File: src/rtl/alu_pkg.sv
// Shared ALU encodings for the execute stage: control codes,
// alu_op and funct values, and FSM state encoding.
package alu_pkg;

  localparam logic [3:0] ALU_AND = 4'b0000;
  localparam logic [3:0] ALU_OR  = 4'b0001;
  localparam logic [3:0] ALU_ADD = 4'b0010;
  localparam logic [3:0] ALU_SUB = 4'b0110;
  localparam logic [3:0] ALU_SLT = 4'b0111;
  localparam logic [3:0] ALU_NOR = 4'b1100;
  localparam logic [3:0] ALU_ILL = 4'b1111;

  localparam logic [1:0] OP_ADD   = 2'b00;
  localparam logic [1:0] OP_BEQ   = 2'b01;
  localparam logic [1:0] OP_RTYPE = 2'b10;
  localparam logic [1:0] OP_ORI   = 2'b11;

  localparam logic [5:0] F_ADD = 6'b100000;
  localparam logic [5:0] F_SUB = 6'b100010;
  localparam logic [5:0] F_AND = 6'b100100;
  localparam logic [5:0] F_OR  = 6'b100101;
  localparam logic [5:0] F_SLT = 6'b101010;
  localparam logic [5:0] F_NOR = 6'b100111;

  localparam logic [1:0] S_IDLE = 2'b00;
  localparam logic [1:0] S_EXEC = 2'b01;
  localparam logic [1:0] S_DONE = 2'b10;

endpackage

File: src/rtl/alu_ctr_decode.sv
// Combinational ALU control decode: {alu_op, funct} to a 4-bit
// control code plus an illegal-funct flag.
module alu_ctr_decode
  import alu_pkg::*;
(
  input  logic [1:0] alu_op,
  input  logic [5:0] funct,
  output logic [3:0] alu_ctr,
  output logic       illegal
);

  always_comb begin
    alu_ctr = ALU_ILL;
    illegal = 1'b0;
    unique case (1'b1)
      alu_op == OP_ADD: alu_ctr = ALU_ADD;
      alu_op == OP_BEQ: alu_ctr = ALU_SUB;
      alu_op == OP_ORI: alu_ctr = ALU_OR;
      alu_op == OP_RTYPE: begin
        case (funct)
          F_ADD:   alu_ctr = ALU_ADD;
          F_SUB:   alu_ctr = ALU_SUB;
          F_AND:   alu_ctr = ALU_AND;
          F_OR:    alu_ctr = ALU_OR;
          F_SLT:   alu_ctr = ALU_SLT;
          F_NOR:   alu_ctr = ALU_NOR;
          default: illegal = 1'b1;
        endcase
      end
    endcase
  end

endmodule

File: src/rtl/alu_exec_ctrl.sv
// Execute-stage ALU front end: ID/EX operand regs, EX/MEM result reg.
// Optional ALU_EXEC_CTRL_ILLEGAL_TRAP_EN adds the illegal_op output.
module alu_exec_ctrl #(
  parameter int DW   = 32,
  parameter int IMMW = 16
) (
  input  logic            clk,
  input  logic            rst,
  input  logic            in_valid,
  output logic            in_ready,
  input  logic [1:0]      alu_op,
  input  logic [5:0]      funct,
  input  logic            alu_src,
  input  logic [DW-1:0]   rs_data,
  input  logic [DW-1:0]   rt_data,
  input  logic [IMMW-1:0] imm,
  output logic [DW-1:0]   di1,
  output logic [DW-1:0]   di2,
  output logic [3:0]      alu_ctr,
  input  logic [DW-1:0]   alu_out,
  input  logic            alu_zero,
  output logic            out_valid,
  input  logic            out_ready,
  output logic [DW-1:0]   result,
  output logic            res_zero,
  output logic            branch_taken
`ifdef ALU_EXEC_CTRL_ILLEGAL_TRAP_EN
  ,
  output logic            illegal_op
`endif
);

  import alu_pkg::*;

  logic [1:0]    state;
  logic          accept;
  logic [3:0]    dec_ctr;
  logic          dec_ill;
  logic [DW-1:0] ext_imm;
  logic [DW-1:0] op2;
  logic          is_beq;
  logic [DW-1:0] res_d;
  logic          br_d;

  alu_ctr_decode u_dec (
    .alu_op  (alu_op),
    .funct   (funct),
    .alu_ctr (dec_ctr),
    .illegal (dec_ill)
  );

  // ori takes a logical immediate; everything else is signed
  assign ext_imm = (alu_op == OP_ORI)
                 ? {{(DW-IMMW){1'b0}}, imm}
                 : {{(DW-IMMW){imm[IMMW-1]}}, imm};

  assign op2       = alu_src ? ext_imm : rt_data;
  assign in_ready  = (state == S_IDLE) ||
                     (state == S_DONE && out_ready);
  assign accept    = in_valid && in_ready;
  assign out_valid = (state == S_DONE);

`ifdef ALU_EXEC_CTRL_ILLEGAL_TRAP_EN
  logic ill_q;

  assign res_d = ill_q ? '0 : alu_out;
  assign br_d  = is_beq & alu_zero & ~ill_q;

  always_ff @(posedge clk or posedge rst) begin
    if (rst) begin
      ill_q      <= 1'b0;
      illegal_op <= 1'b0;
    end else if (accept) begin
      ill_q <= dec_ill;
    end else if (state == S_EXEC) begin
      illegal_op <= ill_q;
    end
  end
`else
  assign res_d = alu_out;
  assign br_d  = is_beq & alu_zero;
`endif

  always_ff @(posedge clk or posedge rst) begin
    if (rst) begin
      state        <= S_IDLE;
      di1          <= '0;
      di2          <= '0;
      alu_ctr      <= ALU_ILL;
      is_beq       <= 1'b0;
      result       <= '0;
      res_zero     <= 1'b0;
      branch_taken <= 1'b0;
    end else if (accept) begin
      di1     <= rs_data;
      di2     <= op2;
      alu_ctr <= dec_ctr;
      is_beq  <= (alu_op == OP_BEQ) & ~dec_ill;
      state   <= S_EXEC;
    end else if (state == S_EXEC) begin
      result       <= res_d;
      res_zero     <= alu_zero;
      branch_taken <= br_d;
      state        <= S_DONE;
    end else if (state != S_IDLE &&
                 (state != S_DONE || out_ready)) begin
      // also recovers the unused encoding
      state <= S_IDLE;
    end
  end

endmodule
File: config.mk
export PLATFORM = sky130hd
export DESIGN_NAME = alu_exec_ctrl
export DESIGN_NICKNAME = d
export VERILOG_FILES = /design/src/rtl/alu_pkg.sv /design/src/rtl/alu_ctr_decode.sv /design/src/rtl/alu_exec_ctrl.sv
export SDC_FILE = /design/constraint.sdc
export NUM_CORES = 1
export LEC_CHECK = 0
export ABC_CLOCK_PERIOD_IN_PS = 4700
export CORE_AREA = 4 4 128 130
export CTS_CLUSTER_DIAMETER = 80
export DETAILED_ROUTE_END_ITERATION = 8
export DIE_AREA = 0 0 132 134
export GPL_TIMING_DRIVEN = 0
export HOLD_SLACK_MARGIN = 0.02
export PLACE_DENSITY = 0.68
export SLEW_MARGIN = 40
export SYNTH_ARGS = -nofsm -noshare
export SYNTH_HDL_FRONTEND = slang
export SYNTH_SLANG_ARGS = --single-unit
File: constraint.sdc
create_clock -name clk -period 4.7 [get_ports clk]
set_clock_uncertainty 0.15 [all_clocks]
set_input_delay 0.705 -clock clk [delete_from_list [all_inputs] [get_ports clk]]
set_output_delay 0.705 -clock clk [all_outputs]
set_load 0.05 [all_outputs]
Yosys cells after proc, flatten, opt, wreduce, memory -nomap -nowiden
Index checks and enable logic that the tools add are counted.
Widths: inputs -> output; s select.
{"block": "totals", "regBits": 105, "mem_count": 0, "romBits": 0, "output_inout_bits": 104, "inputBits": 126, "ram_bits": 0, "latch_bits": 0, "word_cells": 44}
{"block": "op_classes", "bitwise_logic": 4, "n_div": 0, "eq_ne": 12, "n_lt_le_gt_ge": 0, "n_reduce_logical": 11, "n_shift": 0, "n_mux": 9, "n_addsub": 0, "multipliers": 0}
{"op": "$mux 32", "count": 2}
{"op": "$eq 6x6->1 const B", "count": 6}
{"op": "$pmux 4 s6", "count": 1}
{"op": "$pmux 4 s4", "count": 1}
{"op": "$eq 2x2->1 const B", "count": 3}
{"op": "$mux 2", "count": 3}
{"op": "$reduce_or 6->1", "count": 1}
{"op": "$eq 2x1->1 const B", "count": 2}
{"op": "$logic_not 2->1", "count": 2}
{"op": "$logic_and 1x1->1", "count": 3}
{"op": "$reduce_bool 3->1", "count": 1}
{"op": "$and 1x1->1", "count": 2}
{"op": "$logic_or 1x1->1", "count": 2}
{"op": "$mux 1", "count": 2}
{"op": "$ne 2x2->1 const B", "count": 1}
{"op": "$not 1->1", "count": 2}
{"op": "$reduce_and 2->1", "count": 1}
{"op": "$reduce_bool 2->1", "count": 1}

Longest topological paths before layout
Gate-level depths: netlist of run 1.
{"block": "logic_depth", "word_depth": 6, "depth_mapped": 7, "ltp_nobuf": 3}

Modules after synthesis
Synthesis of run 1 repeated with hierarchy kept, for this count alone.
{"block": "unflattened", "cells_unflattened": 363, "hier_area_um2": 4481.8}
{"module": "alu_exec_ctrl", "n_inst": 1, "area_per_inst_um2": 4352.9, "seq_area_each_um2": 2632.5, "cells_per_inst": 343}
{"module": "alu_ctr_decode", "n_inst": 1, "area_per_inst_um2": 128.9, "seq_area_each_um2": 0.0, "cells_per_inst": 20}

Worst setup path before layout of run 1
Ideal clock, no wire load.
{"block": "synth_path", "path_kind": "input to output", "from": "input port out_ready", "to": "output port in_ready", "setup_slack_ps": 2143, "path_buffers": 2, "t_arrival_ps": 1702, "path_stages": 4, "required_ps": 3845, "path_cell_list": "nand2b_1 > buf_2 > buf_1 > and2b_1"}
{"block": "synth_via", "elab_chain_len": 2}
{"element": "from (decl)", "line_no": "alu_exec_ctrl.sv:23", "text": "input logic out_ready,"}
{"element": "$logic_and 1x1->1", "line_no": "alu_exec_ctrl.sv:59", "text": "(state == S_DONE && out_ready);"}
{"element": "$logic_or 1x1->1", "line_no": "alu_exec_ctrl.sv:58", "text": "assign in_ready = (state == S_IDLE) ||"}
{"element": "to (decl)", "line_no": "alu_exec_ctrl.sv:10", "text": "output logic in_ready,"}
No other way between the ends.

Worst setup path after layout of run 1
Ends and elaborated chain as after synthesis.

==> results.sh, run 1 <==
export IMPL_area_sequential_mm2=0.00263
export IMPL_layout_min_cycle_time_ps=3840
export IMPL_synth_compound_gate_area_share=0.0949
export IMPL_synth_area_mm2=0.00450
export IMPL_placed_cells=817
export IMPL_multiplexer_area_fraction_after_synthesis=0.145
export IMPL_cp_top_family="buffers and inverters"
export IMPL_floorplan_die_height_um=134
export IMPL_critical_path_max_stage_delay_ps=810
export IMPL_setup_viol=0
export IMPL_yosys_area_share_simple=0.131
export IMPL_via_density_per_instance=4.62
export IMPL_dominant_combinational_cell_family_by_area_after_synthesis="multiplexers"
export IMPL_cts_sinks=105
export IMPL_post_synth_inst_count=400
export IMPL_timing_slew_headroom=0.627
export IMPL_filler_cell_count=1380
export IMPL_crit_chain="clkdlybuf4s50_1 > nand2b_1 > buf_2 > buf_1 > and2b_1 > clkdlybuf4s50_1"
export IMPL_count_of_unresolved_drc_violations_after_routing=0
export IMPL_highest_delay_cell_along_the_critical_path="clkdlybuf4s50_1"
export IMPL_placementRows=45
export IMPL_global_route_overflow_total=0
export IMPL_synthFlopType="dfrtp_1"
export IMPL_timing_final_crit_share=0.816
export IMPL_cts_htree_levels=3
export IMPL_design_final_nets=766
export IMPL_worst_vdd_rail_ir_drop_mv=0.233
export IMPL_fraction_of_layout_instances_using_a_drive_strength_above_1=0.105
export IMPL_first_pass_grt_wire_length_um=21700
export IMPL_antenna_violations_before_repair=0
export IMPL_worstPathMaxFanout=10
export IMPL_rr_worst_depth=6
export IMPL_setup_repair_after_global_routing_missed_its_margin="no"
export IMPL_pwr_density_cell_mw_per_mm2=563
export IMPL_cts_root_buffer_cell="clkbuf_16"
export IMPL_synthesis_yosys_warnings=0
export IMPL_cts_setup_buffers=0
export IMPL_globalRouteTotalUtil=0.151
export IMPL_area_occupied_by_multi_input_gates_mm2=0.00167
export IMPL_number_of_library_cell_types_mapped_by_synthesis=27
export IMPL_synth_seq_area_share=0.586
export IMPL_final_antenna_net_count=0
export IMPL_max_slew_worst_pin_slew_ps=560
export IMPL_run_status="complete, no violations"
export IMPL_initial_utilization=0.297
export IMPL_cts_buffers=9
export IMPL_post_synth_adder_cell_area=0
export IMPL_area_delta_synth_final_pct=63.0
export IMPL_post_cts_resized_instances=0
export IMPL_critical_path_source_type="input pin"
export IMPL_fraction_of_registers_with_async_set_reset=1.00
export IMPL_p_leak_nw=3.19
export IMPL_average_routed_wire_per_standard_cell_um=16.2
export IMPL_worst_path_stages=6
export IMPL_detailed_place_hpwl_um=10200
export IMPL_stdcell_count=833
export IMPL_grt_pass1_vias=4152
export IMPL_vias=3851
export IMPL_synth_xor_xnor_area_share=0
export IMPL_die_width_um=132
export IMPL_hold_viol_final=0
export IMPL_worst_hold_path_num_cells=2
export IMPL_clkLatencyLatePin_ps=340
export IMPL_critical_path_most_common_cell="clkdlybuf4s50_1"
export IMPL_timing_hold_ws_ps=329
export IMPL_gp_congestion=0.790
export IMPL_syn_num_nets=526
export IMPL_diodes=0
export IMPL_maximum_number_of_pins_on_one_net_before_global_route_repair=56
export IMPL_drtIter0Drc=142
export IMPL_synth_seq_cells=105
export IMPL_critical_path_endpoint_type="output pin"
export IMPL_dr_pass1_iters=6
export IMPL_die_area_mm2=0.0177
export IMPL_timing_setup_critical_path_class="input pin to output pin"
export IMPL_critPathArrivalTime_ps=2980
export IMPL_cts_tree="done"
export IMPL_clkTransAtPathRegs_ps=70
export IMPL_max_cap_viol_count=0
export IMPL_ioPinCount=230
export IMPL_hold_class="flip-flop to flip-flop"
export IMPL_port_buffers=228
export IMPL_core_area_mm2=0.0151
export IMPL_crit_required_ps=3850
export IMPL_synth_area_per_cell_um2=11.2
export IMPL_clock_fmax_mhz=261
export IMPL_routed_wirelength_um=13500
export IMPL_number_of_flops_mapped_to_enable_cells_by_yosys=0
export IMPL_tns_ps=0
export IMPL_ctsHoldBuffers=0
export IMPL_critical_path_buf_inv_count=4
export IMPL_maxSlewViolCount=0
export IMPL_ctsLongestPathBuffers=2
-- state kept, by name (all words and copies together), names as in the netlist --
register	cells
is_beq	1
state	2
di1	32
di2	32
result	32
alu_ctr	4
res_zero	1
branch_taken	1
-- kinds of logic after synthesis --
family / after synthesis
compound gates: 76
buf+inv: 34
flops: 105
mux: 50
simple gates: 135
-- through the flow --
step	area, um2	total power [W]	utilization	worst slack [ps]
final	7330	0.00412	0.484	863
after global routing	7330	0.00432	0.484	760
after CTS	7330	0.00417	0.484	805
after detailed placement	7050	0.00344	0.465	815
after global placement	7010	0.00340	0.463	-492
after floorplan	4500	0.00265	-	1090
-- cells in the mapped netlist, drive strengths merged (2+ instances only) --
| library cell | number | share of area |
|---|---|---|
| a31oi | 18 | 0.025 |
| nand2 | 102 | 0.085 |
| dfstp | 4 | 0.023 |
| nor2b | 6 | 0.0084 |
| mux2 | 33 | 0.11 |
| inv | 5 | 0.0042 |
| nand2b | 19 | 0.026 |
| clkbuf | 17 | 0.014 |
| o41ai | 2 | 0.0039 |
| buf | 12 | 0.026 |
| dfrtp | 101 | 0.56 |
| nand3 | 4 | 0.0045 |
| a21oi | 50 | 0.056 |
| mux2i | 17 | 0.038 |
-- cell usage in the layout (no fill, tap or decap), types with 4 or more instances in the layout --
cell and instances:
clkdlybuf4s50_1 228, nand2_1 102, dfrtp_1 101, a21oi_1 50, mux2_4 29, nand2b_1 19
a31oi_1 18, clkbuf_1 17, mux2i_1 17, buf_6 9, clkbuf_16 9, nor2b_1 6
nand3_1 4, inv_1 4, mux2_2 4, dfstp_2 4
-- worst min-delay path, stage by stage, from the launching register on --
cell and delay, ps:
dfrtp_1 350, nand2_1 50, nand2_1 50
-- report_power, final --
part | switching [W] | internal (W) | total, W
clock | 0.000352 | 0.000365 | 0.000717
combinational | 0.00133 | 0.000750 | 0.00208
sequential | 0.000151 | 0.00117 | 0.00132
total | 0.00184 | 0.00229 | 0.00412
-- layout make-up --
cell class,instances,area share
well taps,188,0.0321
multi-input cells,261,0.227
clock inverters,7,0.00734
flip-flops and latches,105,0.359
clock buffers,9,0.0307
inverters,5,0.00359
repair buffers,229,0.315
plain buffers,29,0.0244
-- worst paths after layout --
| kind | slack (ps) | endpoint | from |
|---|---|---|---|
| hold reg to reg | 330 | result[18] | result[18] |
| hold / removal | 330 | result[18] | result[18] |
| setup / recovery | 860 | in_ready | out_ready |
| setup reg to reg | 2890 | di1[31] | state[0] |
| min in group asynchronous | 620 | result[25] | rst |
| max in group asynchronous | 3150 | alu_ctr[0] | rst |
-- metal layers --
| metal | vias up | part of all wire | track usage |
|---|---|---|---|
| li1 | 1836 | - | - |
| met1 | 1846 | 0.42 | 0.183 |
| met2 | 160 | 0.48 | 0.253 |
| met3 | 9 | 0.089 | 0.0604 |
| met4 | 0 | 0.011 | 0.0379 |
| met5 | - | 0 | 0 |
Power figures use the tool's default switching activity.
==> inputs of run 2 (changes only) <==
--- a/config.mk
+++ b/config.mk
@@ -5,14 +5,14 @@
 export SDC_FILE = /design/constraint.sdc
 export NUM_CORES = 1
 export LEC_CHECK = 0
-export ABC_CLOCK_PERIOD_IN_PS = 4700
+export ABC_CLOCK_PERIOD_IN_PS = 3300
 export CORE_AREA = 4 4 128 130
 export CTS_CLUSTER_DIAMETER = 80
 export DETAILED_ROUTE_END_ITERATION = 8
 export DIE_AREA = 0 0 132 134
 export GPL_TIMING_DRIVEN = 0
 export HOLD_SLACK_MARGIN = 0.02
-export PLACE_DENSITY = 0.68
+export PLACE_DENSITY = 0.71
 export SLEW_MARGIN = 40
 export SYNTH_ARGS = -nofsm -noshare
 export SYNTH_HDL_FRONTEND = slang
==> constraint.sdc (replaced) <==
create_clock -name clk -period 3.3 [get_ports clk]
set_clock_uncertainty 0.15 [all_clocks]
set_input_delay 0.495 -clock clk [delete_from_list [all_inputs] [get_ports clk]]
set_output_delay 0.495 -clock clk [all_outputs]
set_load 0.05 [all_outputs]
==> results.sh, run 2 (synthesized netlist as in run 1, its figures left out) <==
export IMPL_setup_reg_to_reg_worst_slack_ps=1490
export IMPL_area_delta_synth_final_pct=64.6
export IMPL_area_sequential_mm2=0.00263
export IMPL_cts_tree="done"
export IMPL_timing_final_crit_share=0.950
export IMPL_max_cap_viol_count=0
export IMPL_critical_path_endpoint_type="output pin"
export IMPL_fraction_of_layout_instances_using_a_drive_strength_above_1=0.108
export IMPL_timing_setup_critical_path_class="input pin to output pin"
export IMPL_cts_setup_buffers=0
export IMPL_p_leak_nw=3.22
export IMPL_pwr_density_cell_mw_per_mm2=804
export IMPL_fin_ws_ps=165
export IMPL_global_route_overflow_total=0
export IMPL_gp_congestion=0.778
export IMPL_maxSlewViolCount=0
export IMPL_first_pass_grt_wire_length_um=22100
export IMPL_run_status="complete, no violations"
export IMPL_final_core_util=0.489
export IMPL_area_occupied_by_multi_input_gates_mm2=0.00167
export IMPL_count_of_unresolved_drc_violations_after_routing=0
export IMPL_port_buffers=228
export IMPL_layout_min_cycle_time_ps=3130
export IMPL_vias=3868
export IMPL_worstPathMaxFanout=10
export IMPL_hold_viol_final=0
export IMPL_detailed_place_hpwl_um=10400
export IMPL_maximum_number_of_pins_on_one_net_before_global_route_repair=27
export IMPL_filler_cell_count=1353
export IMPL_core_area_mm2=0.0151
export IMPL_routed_wirelength_um=13500
export IMPL_final_antenna_net_count=0
export IMPL_via_density_per_instance=4.63
export IMPL_layout_commonest_cell="clkdlybuf4s50_1"
export IMPL_clock_fmax_mhz=319
export IMPL_layout_cells_most_common_list="clkdlybuf4s50_1, nand2_1, dfrtp_1"
export IMPL_floorplan_die_height_um=134
export IMPL_die_area_mm2=0.0177
export IMPL_initial_utilization=0.297
export IMPL_critPathArrivalTime_ps=2490
export IMPL_timing_slew_headroom=0.629
export IMPL_crit_required_ps=2650
export IMPL_ctsHoldBuffers=0
export IMPL_critical_path_source_type="input pin"
export IMPL_ioPinCount=230
export IMPL_drtIter0Drc=146
export IMPL_clkTransAtPathRegs_ps=60
export IMPL_antenna_violations_before_repair=0
export IMPL_total_power_w=0.00595
export IMPL_cts_buffers=9
export IMPL_layout_top_registers="di1 x32, di2 x32, result x32"
export IMPL_average_routed_wire_per_standard_cell_um=16.2
export IMPL_placement_setup_worst_slack_ps=-160
export IMPL_cts_root_buffer_cell="clkbuf_16"
export IMPL_hold_class="input pin to asynchronous set/reset pin"
export IMPL_grt_pass1_vias=4223
export IMPL_dr_pass1_iters=4
export IMPL_die_width_um=132
export IMPL_clkLatencyLatePin_ps=340
export IMPL_cts_htree_levels=3
export IMPL_diodes=0
export IMPL_worst_vdd_rail_ir_drop_mv=0.321
export IMPL_max_slew_worst_pin_slew_ps=556
export IMPL_design_final_nets=769
export IMPL_setup_viol=0
export IMPL_placementRows=45
export IMPL_ctsLongestPathBuffers=2
export IMPL_cts_sinks=105
export IMPL_globalRouteTotalUtil=0.154
export IMPL_setup_repair_after_global_routing_missed_its_margin="no"
run 2: cell count changes in the layout (fill, tap and decap cells not counted), sizes merged:
cell | before | now
clkbuf | 26 | 28
clkdlybuf4s50 | 228 | 227
inv | 8 | 6
bufinv | 0 | 1
clkinvlp | 2 | 3
dlygate4sd2 | 0 | 1
buf | 13 | 16
clkinv | 2 | 0
run 2: through the flow:
stage                     cells  instance area (um2)  hold slack [ps]  setup TNS (ps)
after global placement      816                 7020              306            -185
after global routing        836                 7400              282               0
after floorplan             400                 4500              326               0
final                       836                 7400              285               0
after CTS                   836                 7400              271               0
after detailed placement    820                 7100              312            -160
run 2: final cells by class:
cell class | instances | area share
Inverter | 5 | 0.00304
Timing Repair Buffer | 232 | 0.319
Buffer | 29 | 0.0242
Clock buffer | 11 | 0.0328
Clock inverter | 5 | 0.00845
Sequential cell | 105 | 0.356
Multi-Input combinational cell | 261 | 0.225
Tap cell | 188 | 0.0318
run 2: report_power, final:
| part | switching, W | leakage, nW | internal, W |
|---|---|---|---|
| clock | 0.000477 | 0.143 | 0.000615 |
| combinational | 0.00190 | 1.85 | 0.00107 |
| sequential | 0.000220 | 1.23 | 0.00167 |
run 2: worst max-delay path, cell delays in order:
cell,delay (ps)
clkdlybuf4s50_1,450
nand2b_1,160
buf_2,260
buf_1,400
and2b_1,180
dlygate4sd2_1,540
run 2: worst paths after layout:
kind / to / cells after the start / startpoint
max: in_ready / 6 / out_ready
min: di1[20] / 2 / rst
max reg2reg: di1[27] / 6 / state[0]
min reg2reg: branch_taken / 2 / branch_taken
max in group asynchronous: alu_ctr[2] / 4 / rst
min in group clk: branch_taken / 2 / branch_taken
run 2: what timing repair did:
item	4_1_cts	5_1_grt
endpoints found under the setup margin	1	0
hold endpoints to repair	0	0
gates resized for setup	1	0
run 2: metal layers:
layer,track usage,wire length [um],vias up
li1,-,-,1828
met1,0.180,5450,1859
met2,0.264,6680,167
met3,0.0514,1190,14
met4,0.0519,201,0
met5,0,0,-
==> inputs of run 3 (changes only) <==
==> constraint.sdc (replaced) <==
create_clock -name clk -period 3.3 [get_ports clk]
set_clock_uncertainty 0.15 [all_clocks]
set_input_delay 0.99 -clock clk [delete_from_list [all_inputs] [get_ports clk]]
set_output_delay 0.99 -clock clk [all_outputs]
set_load 0.05 [all_outputs]
==> results.sh, run 3 (synthesized netlist as in run 1, its figures left out) <==
export IMPL_vias=3871
export IMPL_grt_pass1_vias=4230
export IMPL_gp_congestion=0.778
export IMPL_die_area_mm2=0.0177
export IMPL_layout_commonest_cell="clkdlybuf4s50_1"
export IMPL_layout_cells_most_common_list="clkdlybuf4s50_1, nand2_1, dfrtp_1"
export IMPL_design_final_nets=769
export IMPL_hold_viol_final=0
export IMPL_placement_setup_worst_slack_ps=-1150
export IMPL_cts_tree="done"
export IMPL_most_utilized_layer_in_the_global_route_result="met2"
export IMPL_max_slew_worst_pin_slew_ps=535
export IMPL_port_buffers=228
export IMPL_ioPinCount=230
export IMPL_cts_root_buffer_cell="clkbuf_16"
export IMPL_ctsHoldBuffers=0
export IMPL_via_density_per_instance=4.63
export IMPL_initial_utilization=0.297
export IMPL_final_design_area_no_fill_mm2=0.00741
export IMPL_globalRouteTotalUtil=0.154
export IMPL_critical_path_source_type="input pin"
export IMPL_clock_fmax_mhz=313
export IMPL_global_route_overflow_total=0
export IMPL_diodes=0
export IMPL_cts_sinks=105
export IMPL_dr_pass1_iters=4
export IMPL_m1_gr_usage=0.180
export IMPL_critical_path_endpoint_type="output pin"
export IMPL_p_leak_nw=3.23
export IMPL_final_core_util=0.489
export IMPL_crit_required_ps=2160
export IMPL_max_cap_viol_count=0
export IMPL_ctsLongestPathBuffers=2
export IMPL_maximum_number_of_pins_on_one_net_before_global_route_repair=27
export IMPL_area_sequential_mm2=0.00263
export IMPL_antenna_violations_before_repair=0
export IMPL_filler_cell_count=1352
export IMPL_hold_class="flip-flop to flip-flop"
export IMPL_timing_slew_headroom=0.643
export IMPL_placed_cell_area_mm2=0.00710
export IMPL_floorplan_die_height_um=134
export IMPL_placementRows=45
export IMPL_fin_ws_ps=103
export IMPL_clkLatencyLatePin_ps=340
export IMPL_worstPathMaxFanout=3
export IMPL_cts_buffers=9
export IMPL_run_status="complete, no violations"
export IMPL_first_pass_grt_wire_length_um=22100
export IMPL_pwr_density_cell_mw_per_mm2=804
export IMPL_fraction_of_layout_instances_using_a_drive_strength_above_1=0.111
export IMPL_area_occupied_by_multi_input_gates_mm2=0.00167
export IMPL_count_of_unresolved_drc_violations_after_routing=0
export IMPL_layout_top_registers="di1 x32, di2 x32, result x32"
export IMPL_die_width_um=132
export IMPL_core_area_mm2=0.0151
export IMPL_cts_htree_levels=3
export IMPL_average_routed_wire_per_standard_cell_um=16.2
export IMPL_timing_final_crit_share=0.969
export IMPL_area_delta_synth_final_pct=64.8
export IMPL_critPathArrivalTime_ps=2060
export IMPL_timing_hold_ws_ps=329
export IMPL_setup_viol=0
export IMPL_worst_vdd_rail_ir_drop_mv=0.321
export IMPL_setup_repair_after_global_routing_missed_its_margin="no"
export IMPL_routed_wirelength_um=13600
export IMPL_drtIter0Drc=128
export IMPL_maxSlewViolCount=0
export IMPL_groute_layer_met2_usage=0.266
export IMPL_detailed_place_hpwl_um=10400
export IMPL_clkTransAtPathRegs_ps=70
export IMPL_use_met3=0.0514
export IMPL_layout_min_cycle_time_ps=3200
export IMPL_final_antenna_net_count=0
export IMPL_timing_setup_critical_path_class="input pin to output pin"
[run 3: path summary, 6_finish.rpt]
check	startpoint	cells past startpoint	endpoint	slack, ps
min in group asynchronous	rst	2	di1[20]	780
hold reg to reg	branch_taken	2	branch_taken	330
max in group asynchronous	rst	4	alu_ctr[2]	1550
setup reg to reg	state[1]	6	di2[13]	1470
setup / recovery	out_ready	5	in_ready	100
hold / removal	branch_taken	2	branch_taken	330
[run 3: per-stage QoR]
step           power, W  setup TNS, ps  std cells
2_1_floorplan   0.00377              0        400
3_3_place_gp    0.00485         -11910        816
3_5_place_dp    0.00490          -1150        820
4_1_cts         0.00604              0        836
5_1_grt         0.00624              0        836
6_report        0.00596              0        836
[run 3: per-layer routing]
| layer | vias to the layer above | part of all wire |
|---|---|---|
| met5 | - | 0 |
| met4 | 0 | 0.015 |
| met3 | 14 | 0.086 |
| met2 | 161 | 0.50 |
| met1 | 1865 | 0.40 |
| li1 | 1831 | - |
[run 3: power breakdown]
part	total (W)	leakage (nW)	switching, W	internal [W]
clock	0.00109	0.143	0.000479	0.000615
sequential	0.00189	1.23	0.000220	0.00167
combinational	0.00297	1.85	0.00190	0.00108
[run 3: timing repair]
action | in CTS | in global routing
setup buffers | 1 | 0
resized for setup | 8 | 0
setup endpoints to repair | 1 | 0
[run 3: final cells by class]
| class | instances | area share |
|---|---|---|
| clock buffers | 11 | 0.0328 |
| repair buffers | 233 | 0.319 |
| flip-flops and latches | 105 | 0.355 |
| multi-input cells | 261 | 0.225 |
| plain buffers | 28 | 0.0245 |
| inverters | 5 | 0.00304 |
| well taps | 188 | 0.0317 |
| clock inverters | 5 | 0.00844 |
[run 3: worst max-delay path: stages]
cell and delay, ps:
clkdlybuf4s50_1 390, nand2b_1 200, buf_6 150, and2b_1 140, buf_4 180
